## config.mk

```make
export PLATFORM = sky130hd
export DESIGN_NAME = operand_fetch_stage
export DESIGN_NICKNAME = d
export VERILOG_FILES = /design/src/rtl/operand_fetch_stage.sv
export SDC_FILE = /design/constraint.sdc
export NUM_CORES = 1
export LEC_CHECK = 0
export ABC_AREA = 1
export CORE_MARGIN = 10
export CORE_UTILIZATION = 42
export DETAILED_ROUTE_END_ITERATION = 8
export SLEW_MARGIN = 0
export SYNTH_ARGS = -nofsm -noshare
export SYNTH_HDL_FRONTEND = slang
export SYNTH_SLANG_ARGS = --single-unit
```

## constraint.sdc

```tcl
create_clock -name clk -period 1.6 [get_ports clk]
set_clock_uncertainty 0.1 [all_clocks]
set_input_delay 0.32 -clock clk [delete_from_list [all_inputs] [get_ports clk]]
set_output_delay 0.32 -clock clk [all_outputs]
set_load 0.02 [all_outputs]
```

## src/rtl/operand_fetch_stage.sv

```systemverilog
// Decode/operand-fetch stage: 8x8 register file, src2 mux, and a single registered output slot.
// Optional write-through forwarding of a same-cycle writeback when OPF_BYPASS_EN is defined.
module operand_fetch_stage #(
    parameter int DATA_W  = 8,
    parameter int NREGS   = 8,
    parameter int INSTR_W = 16
) (
    input  logic                     clk,
    input  logic                     reset,
    input  logic                     in_valid,
    output logic                     in_ready,
    input  logic [INSTR_W-1:0]       instr,
    output logic                     out_valid,
    input  logic                     out_ready,
    output logic [DATA_W-1:0]        a,
    output logic [DATA_W-1:0]        b,
    output logic [3:0]               alu_control,
    output logic [$clog2(NREGS)-1:0] rd,
    output logic                     is_mem,
    input  logic                     wb_en,
    input  logic [$clog2(NREGS)-1:0] wb_addr,
    input  logic [DATA_W-1:0]        wb_data
);

    localparam int IDX_W = $clog2(NREGS);

    // Operand b comes from imm8 for these opcodes; LD/ST use it as an address offset.
    function automatic logic op_uses_imm(input logic [3:0] op);
        case (op)
            4'b0000, 4'b0001, 4'b0010, 4'b1001, 4'b1011,
            4'b1100, 4'b1101, 4'b1110, 4'b1111: op_uses_imm = 1'b1;
            default:                            op_uses_imm = 1'b0;
        endcase
    endfunction

    logic [DATA_W-1:0] regs [NREGS];

    logic [3:0]        op;
    logic [IDX_W-1:0]  rd_idx;
    logic [IDX_W-1:0]  rs_idx;
    logic [DATA_W-1:0] imm8;
    logic              imm_sel;
    logic              accept;
    logic              instr_unused;
    logic [DATA_W-1:0] src_a;
    logic [DATA_W-1:0] src_b;

    logic              vld_p0;
    logic [DATA_W-1:0] a_p0;
    logic [DATA_W-1:0] b_p0;
    logic [3:0]        ctrl_p0;
    logic [IDX_W-1:0]  rd_p0;
    logic              mem_p0;

    assign op           = instr[15:12];
    assign rd_idx       = instr[11:9];
    assign rs_idx       = instr[2:0];
    assign imm8         = instr[7:0];
    assign instr_unused = instr[8];
    assign imm_sel      = op_uses_imm(op);

    assign in_ready = !vld_p0 || out_ready;
    assign accept   = in_valid && in_ready;

    always_comb begin
        src_a = regs[rd_idx];
        src_b = imm_sel ? imm8 : regs[rs_idx];
`ifdef OPF_BYPASS_EN
        if (wb_en && (wb_addr == rd_idx))
            src_a = wb_data;
        if (!imm_sel && wb_en && (wb_addr == rs_idx))
            src_b = wb_data;
`endif
    end

    always_ff @(posedge clk) begin
        if (reset) begin
            for (int i = 0; i < NREGS; i++)
                regs[i] <= '0;
        end else if (wb_en) begin
            regs[wb_addr] <= wb_data;
        end
    end

    // Stage p0: operand capture into the output slot
    always_ff @(posedge clk) begin
        if (reset) begin
            vld_p0  <= 1'b0;
            a_p0    <= '0;
            b_p0    <= '0;
            ctrl_p0 <= '0;
            rd_p0   <= '0;
            mem_p0  <= 1'b0;
        end else if (accept) begin
            vld_p0  <= 1'b1;
            a_p0    <= src_a;
            b_p0    <= src_b;
            ctrl_p0 <= op;
            rd_p0   <= rd_idx;
            mem_p0  <= (op == 4'b0000) || (op == 4'b0001);
        end else if (out_ready) begin
            vld_p0  <= 1'b0;
        end
    end

    assign out_valid   = vld_p0;
    assign a           = a_p0;
    assign b           = b_p0;
    assign alu_control = ctrl_p0;
    assign rd          = rd_p0;
    assign is_mem      = mem_p0;

endmodule

```

# Word-level counts from Yosys, hierarchy flattened
# Memory sizes are Yosys's and may differ from the RTL's. A register that Yosys moved wholly into a read port is not among the register bits.
# Index checks and enable logic that the tools add are counted.
# Widths: inputs -> output; s select.
word_totals:
  mem_bits_ro: 16
  ramBits: 64
  memories: 2
  latch_bits: 0
  register_bits: 17
op_classes:
  n_div: 0
  order_cmp: 0
  n_eq_ne: 1
  shifts: 0
  n_addsub: 0
  mux: 11
  mul: 0
  reduce_logical: 7
  bitwise: 0
mem_list:
  columns: ["memory", "words", "width", "read_ports", "rd_ports_with_merged_regs", "write_ports", "line", "source"]
  rows:
  - ["regs", 8, 8, 2, 1, 8, "36", "logic [DATA_W-1:0] regs [NREGS];"]
  - ["(name not given)", 16, 1, 1, 0, 0, "29", "case (op)"]
ops:
  columns: ["cell", "count"]
  rows:
  - ["$mux 8", 2]
  - ["$mux 1", 8]
  - ["$reduce_or 8->1", 1]
  - ["$eq 4x1->1 const B", 1]
  - ["$logic_not 4->1", 1]
  - ["$mux 3", 1]
  - ["$logic_or 1x1->1", 2]
  - ["$reduce_bool 2->1", 1]
  - ["$logic_and 1x1->1", 1]
  - ["$logic_not 1->1", 1]

# Depth between registers and ports, before layout
depth:
  word_depth: 5
  depth_mapped: 10
  depth_no_buf: 8

# Least setup slack after synthesis
# Ideal clock, no wire load.
synth_timing:
  kind: "input to register"
  start: "input reset"
  end: "memory regs[0][0] (enable)"
  path_stages: 5
  setup_ns: 0.329
  arrival_time_ns: 1.028
  path_buffers: 0
  path_slack_ns: 0.143
  cell_sequence: "inv_2 nand2_1 nor2_1 nand2_1 nand2_1"
synth_lines:
  columns: ["item", "line", "source"]
  rows:
  - ["start, declared", "9", "input logic reset,"]
  - ["end, declared", "36", null]

# Worst setup path in the final report
layout_timing:
  start: "input out_ready"
  end: "output in_ready"
layout_between:
  elab_chain_len: 1
layout_rtl:
  columns: ["item", "line", "source"]
  rows:
  - ["start, declared", "14", "input logic out_ready,"]
  - ["$logic_or 1x1->1", "62", "assign in_ready = !vld_p0 || out_ready;"]
  - ["end, declared", "11", "output logic in_ready,"]
# No other way between the ends.

==> results.yml <==
critical_path:
  worst-path-buf-inv: 3
  endpoint_kind: "output pin"
  critical_path_class: "input port to output pin"
  ff2ff_setup_slack_ns: 0.26
  arrival_ns: 1.08
  startpoint_type: "input port"
  r2r_start: "out_valid$_SDFFE_PP0P_"
  crit_start: "out_ready"
  crit_chain: "clkdlybuf4s50_1, inv_1, nand2_2, buf_2"
  cp_top_family: "buffers and inverters"
  crit_path_top_delay_cell: "clkdlybuf4s50_1"
  worstPathMaxFanout: 3
  cpPeakStageDelay_ns: 0.45
  required_ns: 1.18
global_routing:
  overflow: 0
  grt_max_degree: 25
  grt_usage_pct: 17.6
  grt_pass1_vias: 3813
  grt_pass1_wl_um: 20600
  antenna_found_initial: 0
placed_design:
  io_buffers: 56
  placed_area_um2: 5740
  dp_hpwl_um: 10200
  pre_cts_ws_ns: -0.411
  place_congestion: 0.923
outcome:
  outcome: "finished, final reports clean"
power:
  p_per_area_nw_per_um2: 872
  ir_worst_vdd_mv: 0.553
  p_leak_nw: 2.69
  power_mw: 5.17
logic_synthesis:
  yosys-top-cells-area: "edfxtp_1 (42%), dfxtp_1 (11%), nor2_1 (9.2%)"
  synthCells: 555
  synth_fp_nets: 587
  synth_edf_count: 64
  synth_top_area_cell: "edfxtp_1"
  synth_cell_types: 26
  synth_top_area_share_pct: 42.3
  yosysMostFrequentCell: "nor2_1"
  syn_area_um2: 4540
  ys_ff_latch: 89
  syn_area_per_cell_um2: 8.19
  ys_seq_area_share_pct: 53.3
  yosysWarnings: 0
  synth_ff_type: "edfxtp_1"
  synth_commonest_cells: "nor2_1 (111), nand2_1 (109), edfxtp_1 (64), inv_1 (55), o21ai_0 (48)"
  async_reset_ff_share_pct: 0
drt:
  ant_nets: 0
  vias: 4089
  wl_per_cell_um: 16.6
  routed_via_density: 5.08
  drt_pass1_iterations: 5
  drt-total-wl_um: 13300
  drtIter0Drc: 281
  drc_errors: 0
finish:
  nets: 696
  area_delta_synth_final_pct: 30.6
  fin_area_um2: 5930
  num_antenna_cells: 0
  layout-drive-gt1-share_pct: 15.5
clocking:
  h-tree-depth: 3
  clk_latency_ns: 0.37
  path_clk_slew_ns: 0.11
  cts-root-buf: "clkbuf_8"
  cts_tree: "built"
  numCtsBuffers: 9
  clockBufferDepth: 2
  cts.sinks: 89
floorplanning:
  fp.dieArea_um2: 15400
  die_h_um: 124
  initial_core_util_pct: 43.6
  io_pins: 58
  die_x_um: 124
  num_rows: 37
  core_um2: 10400
timing:
  hold_slack_ns: 0.280
  fmax_mhz: 667
  fin_crit_ns: 1.50
  tns_ns: 0
  rsz0062_at_grt: "false"
  tightest_slew_ns: 0.373
  maxSlewViolCount: 0
  worst_slack_ns: 0.101
  fin_crit_sh_pct: 93.7
  hold_viol: 0
  relSlewSlack_pct: 75.1
  finalSetupViolations: 0
worst_hold_path:
  hp-class: "input port to flip-flop"
  hp-start: "reset"
job:
  cap_violations: 0
[cell usage in the layout (no fill, tap or decap), drive strengths merged]
cell type / synthesis / final
edfxtp: 64 / 64
dlymetal6s2s: 0 / 3
a211oi: 1 / 1
dlygate4sd2: 0 / 25
dfxtp: 25 / 25
nor2: 115 / 115
nand2: 112 / 112
clkinv: 0 / 1
inv: 62 / 64
o211ai: 11 / 11
o21ai: 61 / 61
clkdlybuf4s50: 0 / 27
nor3: 1 / 1
nand3: 36 / 36
o22ai: 2 / 2
a21oi: 39 / 39
buf: 24 / 69
clkbuf: 2 / 10
clkinvlp: 0 / 3
[registers in the layout (all words and copies together) (netlist names)]
register     cells
b                8
alu_control      4
a                8
rd               3
out_valid        1
is_mem           1
regs            64
[final timing paths]
path	endpoint	cells after the start
max reg2reg	a[5]$_SDFFE_PP0P_	8
max	in_ready	4
min	out_valid$_SDFFE_PP0P_	3
min reg2reg	is_mem$_SDFFE_PP0P_	2
[cell families (layout without fill, tap and decap cells)]
kind of cell | after synthesis | after routing | synth area share (%)
buffers and inverters | 88 | 202 | 9.50
flip-flops | 89 | 89 | 53.3
AND/OR/NAND/NOR | 264 | 264 | 23.8
AO/OA/AOI/OAI | 114 | 114 | 13.4
[power breakdown]
part	internal, mW	switching, mW
sequential	2.62	0.0900
combinational	0.421	0.555
clock	0.585	0.900
[area by class of cell]
type                       count  area (µm²)
multi-input combinational    378        1710
inverter                      62         240
clock buffer                  10         128
timing repair buffer         124        1220
clock inverter                 6        51.3
fill                         996        4480
sequential                    89        2420
tap                          136         170
[through the flow]
step	utilization (%)	instances
final	57.0	805
after global placement	55.1	785
after CTS	56.5	801
after global routing	57.0	805
after floorplan	-	555
after detailed placement	55.1	785
[routing by layer]
layer,vias to the layer above,wire (µm),global-route usage (%)
met4,0,175,5.18
met1,1876,6010,23.9
met3,15,1210,4.43
met5,-,0,0
met2,154,5940,27.1
li1,2044,-,-
[worst min-delay path: cells and delay by family]
kind | cells | cell delay (ns)
compound gates | 1 | 0.05
buf+inv | 2 | 0.34
[repair_timing]
action	4_1_cts	5_1_grt
hold buffers	0	0
buffers inserted	0	4
gates resized for setup	31	9
hold endpoints to repair	0	0
endpoints found under the setup margin	53	68
pin swaps	0	1
No activity file was read; power rests on OpenSTA's default activity.
